==> config.mk <==
export PLATFORM = sky130hd
export DESIGN_NAME = rtc_div_multi
export DESIGN_NICKNAME = d
export VERILOG_FILES = /design/src/rtl/rtc_div_multi.sv
export SDC_FILE = /design/constraint.sdc
export NUM_CORES = 1
export LEC_CHECK = 0
export CAP_MARGIN = 20
export CORE_UTILIZATION = 38
export CTS_CLUSTER_DIAMETER = 40
export DETAILED_ROUTE_END_ITERATION = 16
export SLEW_MARGIN = 20
export SYNTH_ARGS = -nofsm -noshare
export SYNTH_HDL_FRONTEND = slang
export SYNTH_SLANG_ARGS = --single-unit
==> constraint.sdc <==
create_clock -name clk_i -period 2.8 [get_ports clk_i]
set_clock_uncertainty 0.15 [all_clocks]
set_input_delay 0.42 -clock clk_i [delete_from_list [all_inputs] [get_ports clk_i]]
set_output_delay 0.42 -clock clk_i [all_outputs]
set_load 0.02 [all_outputs]
==> src/rtl/rtc_div_multi.sv <==
// Purpose : multi-channel programmable clock divider; each channel emits a 50% square wave of period 2*(H+1).
// Latency : clk_o/tick_o are registered; a new half-period is applied at the next wrap, disable or sync.
// Backpres: cfg_ready_o drops while the addressed channel still holds an unapplied value.
//
// Ports:
//   clk_i, rst_ni  - single clock, asynchronous active-low reset
//   en_i           - per-channel run enable; a disabled channel is held at cnt=0, clk_o=0
//   sync_i         - restarts every channel from phase 0
//   cfg_valid_i/cfg_ready_o, cfg_chan_i, cfg_half_i - half-period (minus one) write port
//   cfg_err_o      - one-cycle pulse after a write to a channel index >= NumChan
//   clk_o, tick_o  - divided clocks and their rising-edge pulses
module rtc_div_multi #(
  parameter int NumChan   = 2,
  parameter int CntWidth  = 16,
  parameter int ResetHalf = 24,
  localparam int ChanW    = (NumChan > 1) ? $clog2(NumChan) : 1
) (
  input  logic                clk_i,
  input  logic                rst_ni,
  input  logic [NumChan-1:0]  en_i,
  input  logic                sync_i,
  input  logic                cfg_valid_i,
  output logic                cfg_ready_o,
  input  logic [ChanW-1:0]    cfg_chan_i,
  input  logic [CntWidth-1:0] cfg_half_i,
  output logic                cfg_err_o,
  output logic [NumChan-1:0]  clk_o,
  output logic [NumChan-1:0]  tick_o
);

  localparam logic [CntWidth-1:0] HalfRst  = CntWidth'(ResetHalf);
  localparam logic [ChanW:0]      NumChanL = (ChanW + 1)'(NumChan);

  logic [CntWidth-1:0] r_cnt    [NumChan];
  logic [CntWidth-1:0] r_half   [NumChan];
  logic [CntWidth-1:0] r_shadow [NumChan];
  logic [NumChan-1:0]  r_pend;
  logic [NumChan-1:0]  r_clk;
  logic [NumChan-1:0]  r_tick;
  logic                r_cfg_err;

  logic                    w_chan_ok;
  logic [(1<<ChanW)-1:0]   w_pend_ext;
  logic [NumChan-1:0]      w_hold;
  logic [NumChan-1:0]      w_wrap;
  logic [NumChan-1:0]      w_wr;
  logic [NumChan-1:0]      w_apply;

  // Pending flags padded to the full index range so out-of-range
  // channel numbers read as "not pending" and are always accepted.
  always_comb begin
    w_pend_ext = '0;
    for (int c = 0; c < NumChan; c++) begin
      w_pend_ext[c] = r_pend[c];
    end
  end

  assign w_chan_ok   = ({1'b0, cfg_chan_i} < NumChanL);
  assign cfg_ready_o = ~w_pend_ext[cfg_chan_i];

  // A write only lands when the channel has nothing pending, and a value is
  // only applied when something is pending, so the two never coincide: a
  // write accepted on a wrap/disable/sync cycle waits for the next event.
  always_comb begin
    w_hold  = '0;
    w_wrap  = '0;
    w_wr    = '0;
    w_apply = '0;
    for (int c = 0; c < NumChan; c++) begin
      w_hold[c]  = sync_i | ~en_i[c];
      w_wrap[c]  = (r_cnt[c] == r_half[c]);
      w_wr[c]    = cfg_valid_i & w_chan_ok & ~r_pend[c] & (cfg_chan_i == ChanW'(c));
      w_apply[c] = r_pend[c] & (w_hold[c] | w_wrap[c]);
    end
  end

  always_ff @(posedge clk_i or negedge rst_ni) begin
    if (!rst_ni) begin
      for (int c = 0; c < NumChan; c++) begin
        r_cnt[c]    <= '0;
        r_half[c]   <= HalfRst;
        r_shadow[c] <= HalfRst;
      end
      r_pend    <= '0;
      r_clk     <= '0;
      r_tick    <= '0;
      r_cfg_err <= 1'b0;
    end else begin
      // Out-of-range channels always show ready, so valid alone means accepted.
      r_cfg_err <= cfg_valid_i & ~w_chan_ok;
      for (int c = 0; c < NumChan; c++) begin
        if (w_hold[c]) begin
          r_cnt[c]  <= '0;
          r_clk[c]  <= 1'b0;
          r_tick[c] <= 1'b0;
        end else if (w_wrap[c]) begin
          r_cnt[c]  <= '0;
          r_clk[c]  <= ~r_clk[c];
          r_tick[c] <= ~r_clk[c];
        end else begin
          r_cnt[c]  <= r_cnt[c] + CntWidth'(1);
          r_tick[c] <= 1'b0;
        end

        // H only moves on a phase boundary, so no half-period is ever cut short.
        if (w_wr[c]) begin
          r_shadow[c] <= cfg_half_i;
          r_pend[c]   <= 1'b1;
        end else if (w_apply[c]) begin
          r_half[c]   <= r_shadow[c];
          r_pend[c]   <= 1'b0;
        end
      end
    end
  end

  assign clk_o     = r_clk;
  assign tick_o    = r_tick;
  assign cfg_err_o = r_cfg_err;

endmodule

==> results.py <==
metrics = {
    "die": {
        "fp-row-count": 39,
        "die-area_mm2": 0.0124,
        "die_w_um": 112,
        "floorplan.initialDensity_pct": 39.4,
        "io_pins": 29,
        "die_y_um": 112,
        "coreArea_mm2": 0.0116,
    },
    "synthesis": {
        "synth_xor_area_share_pct": 11.9,
        "synth_top_family_by_area": "multiplexers",
        "syn_nets": 368,
        "async_flop_share_pct": 100,
        "synth_mux_area_share_pct": 17.7,
        "synth_edf_count": 0,
        "synth_seq_cells": 102,
        "synthAdderAreaFrac_pct": 0.549,
        "synth_compound_area_share_pct": 0.824,
        "synth_cell_types": 32,
        "ys.flop_type": "dfrtp_1",
        "ys_seq_area_share_pct": 56.2,
        "synthSimpleGateAreaFrac_pct": 11.0,
        "syn_area_mm2": 0.00456,
        "synth.avg_cell_area_um2": 13.3,
        "syn_inst": 343,
        "yosysWarnings": 0,
    },
    "status": {
        "violations": "DRC",
        "status": "finished, violations left",
    },
    "worst_setup_path": {
        "path_class": "input port to output port",
        "cp.arrival_ps": 1780,
        "cp_slowest_cell": "clkdlybuf4s50_1",
        "worstPathRequired_ps": 2230,
        "cp-start-kind": "input port",
        "r2r_cells": 6,
        "crit_path_end_kind": "output port",
        "crit_fanout": 3,
        "critPathMaxStageDelay_ps": 620,
        "worstPathCellList": "clkdlybuf4s50_1 > mux2i_1 > clkdlybuf4s50_1",
        "crit_top_cell": "clkdlybuf4s50_1",
    },
    "flow_run": {
        "maxCapViolCount": 0,
    },
    "cells_and_area": {
        "fin_nets": 404,
        "antenna_cells": 0,
        "mostFrequentLayoutCells": "94 x dfrtp_1, 48 x xnor2_1, 44 x mux2_2, 39 x nor2_1, 26 x clkdlybuf4s50_1",
        "area_growth_pct": 17.0,
        "final_common_cell": "dfrtp_1",
        "layout.cells.non_filler": 527,
        "drive_above_1_share_pct": 26.6,
        "n_fill_cell": 1040,
    },
    "clock_tree": {
        "cts_buffers": 9,
        "cts_tree": "done",
        "clk_pin_slew_ps": 70,
        "cts_max_level": 3,
        "cts_buffer_depth": 2,
        "cts_root_buffer": "clkbuf_16",
        "clock_sinks": 102,
        "insertion_delay_ps": 340,
    },
    "sta": {
        "hold_violations": 0,
        "fin_crit_ps": 2350,
        "fmax_mhz": 426,
        "setup_viol": 0,
        "drv_slew": 0,
        "slew_headroom_pct": 43.8,
        "tightest_slew_ps": 841,
        "holdWs_ps": 333,
        "rsz0062_at_grt": "false",
        "period_share_pct": 83.9,
        "fin_setup_tns_ps": 0,
    },
    "route": {
        "ant_nets": 0,
        "drcViolationCount": 2,
        "detail_route.first_pass.iterations": 10,
        "vias": 2587,
        "viasPerCell": 4.91,
        "drt_iter0_drc": 78,
        "wl_per_cell_um": 15.0,
        "wl_um": 7920,
    },
    "power": {
        "powerDensity_mw_per_mm2": 759,
        "power_frac_clock_pct": 33.9,
        "sw_frac_of_total_pct": 24.0,
        "power_frac_comb_pct": 17.1,
        "p_total_mw": 4.05,
        "p_int_mw": 3.08,
        "power_switching_mw": 0.969,
        "max-vdd-ir-drop_mv": 0.297,
        "pwr-share-seq_pct": 49.0,
        "total_leakage_power_nw": 2.22,
    },
    "min_path": {
        "whs_path_depth": 1,
        "hold_path.class": "flip-flop to flip-flop",
    },
    "grt": {
        "grt_max_degree": 45,
        "grt-ovfl-total": 0,
        "grt_pass1_wl_um": 13500,
        "grt_antenna_before_repair": 0,
        "grtUsageTotal_pct": 13.9,
        "grt_pass1_vias": 2553,
    },
    "placed_design": {
        "portBuffers": 27,
        "place_inst": 510,
        "hpwlAfterDp_um": 5700,
        "globalplace.congestion": 0.727,
    },
}
-- cell families (layout without fill, tap and decap cells) --
| group | Yosys count | count (layout) |
|---|---|---|
| adders and majority gates | 2 | 2 |
| muxes | 65 | 65 |
| xor gates and xnor gates | 62 | 62 |
| DFF | 102 | 102 |
| buffers and inverters | 13 | 54 |
| and+or+nand+nor | 94 | 94 |
| AOI/OAI and AO/OA | 4 | 4 |
| other | 1 | 1 |
-- path summary, 6_finish.rpt --
check / startpoint / end / slack, ps
setup / recovery: cfg_chan_i / cfg_ready_o / 450
hold / removal: clk_o[0]$_DFFE_PN0P_ / tick_o[0]$_DFF_PN0_ / 330
setup reg to reg: r_cnt[10]$_DFF_PN0_ / r_half[7]$_DFFE_PN0P_ / 580
hold reg to reg: clk_o[0]$_DFFE_PN0P_ / tick_o[0]$_DFF_PN0_ / 330
max in group asynchronous: rst_ni / r_shadow[20]$_DFFE_PN1P_ / 1270
min in group asynchronous: rst_ni / r_half[2]$_DFFE_PN0P_ / 460
-- power groups by stage --
stage | clock [mW] | sequential [mW] | combinational [mW]
after global routing | 1.46 | 2.02 | 0.759
after detailed placement | 0 | 2.01 | 0.695
after CTS | 1.40 | 1.99 | 0.701
after floorplan | 0 | 1.95 | 0.569
after global placement | 0 | 2.01 | 0.683
final | 1.37 | 1.98 | 0.691
-- synthesized netlist by cell type, types with 3 or more instances --
library cell | instances | share of area [%]
nor2_1 | 39 | 3.2
nand4_1 | 12 | 1.6
inv_1 | 4 | 0.33
xor2_1 | 14 | 2.7
nand2_1 | 8 | 0.66
nor3_1 | 3 | 0.33
mux2_4 | 20 | 6.6
buf_2 | 4 | 0.44
and3_1 | 3 | 0.41
nand2b_1 | 3 | 0.41
xnor2_1 | 48 | 9.2
mux2_2 | 44 | 11
dfstp_2 | 8 | 4.6
nor3b_1 | 3 | 0.49
and4_1 | 4 | 0.77
dfrtp_1 | 94 | 52
nand3_1 | 11 | 1.2
-- metal layers --
metal / up-vias / global-route usage, % / part of all wire [%]
li1: 1235 / - / -
met1: 1296 / 20.6 / 52
met2: 47 / 19.9 / 44
met3: 9 / 2.18 / 2.8
met4: 0 / 6.22 / 1.5
met5: - / 0 / 0
-- sequential cells by signal, indices dropped and copies added (netlist names) --
signal / flops
clk_o: 2
r_cnt: 32
r_half: 32
r_pend: 2
r_shadow: 32
tick_o: 2
-- what timing repair did --
item	4_1_cts	5_1_grt
endpoints found under the hold margin	39	0
endpoints found under the setup margin	0	0
hold buffers	1	0
gates resized for setup	0	0
buffers inserted	0	0
-- area by class of cell --
cell class              instances  area, um2  share of cell area (%)
flip-flops and latches        102       2560                    48.1
multi-input cells             228       1920                    36.0
repair buffers                 34        323                    6.05
clock buffers                  11        253                    4.74
well taps                     143        179                    3.36
clock inverters                 5       81.3                    1.53
inverters                       4       15.0                   0.282
-- critical path, delay by kind of cell --
kind / cells / cell delay (ps)
buffers and inverters: 2 / 1150
muxes: 1 / 200
-- stage by stage --
step	utilization [%]	instance area (um2)	setup slack, ps
after CTS	46.1	5330	437
after floorplan	-	4560	759
after global routing	46.1	5330	374
after global placement	43.1	4990	463
final	46.1	5330	451
after detailed placement	43.1	4990	426
No activity file was read; power rests on OpenSTA's default activity.
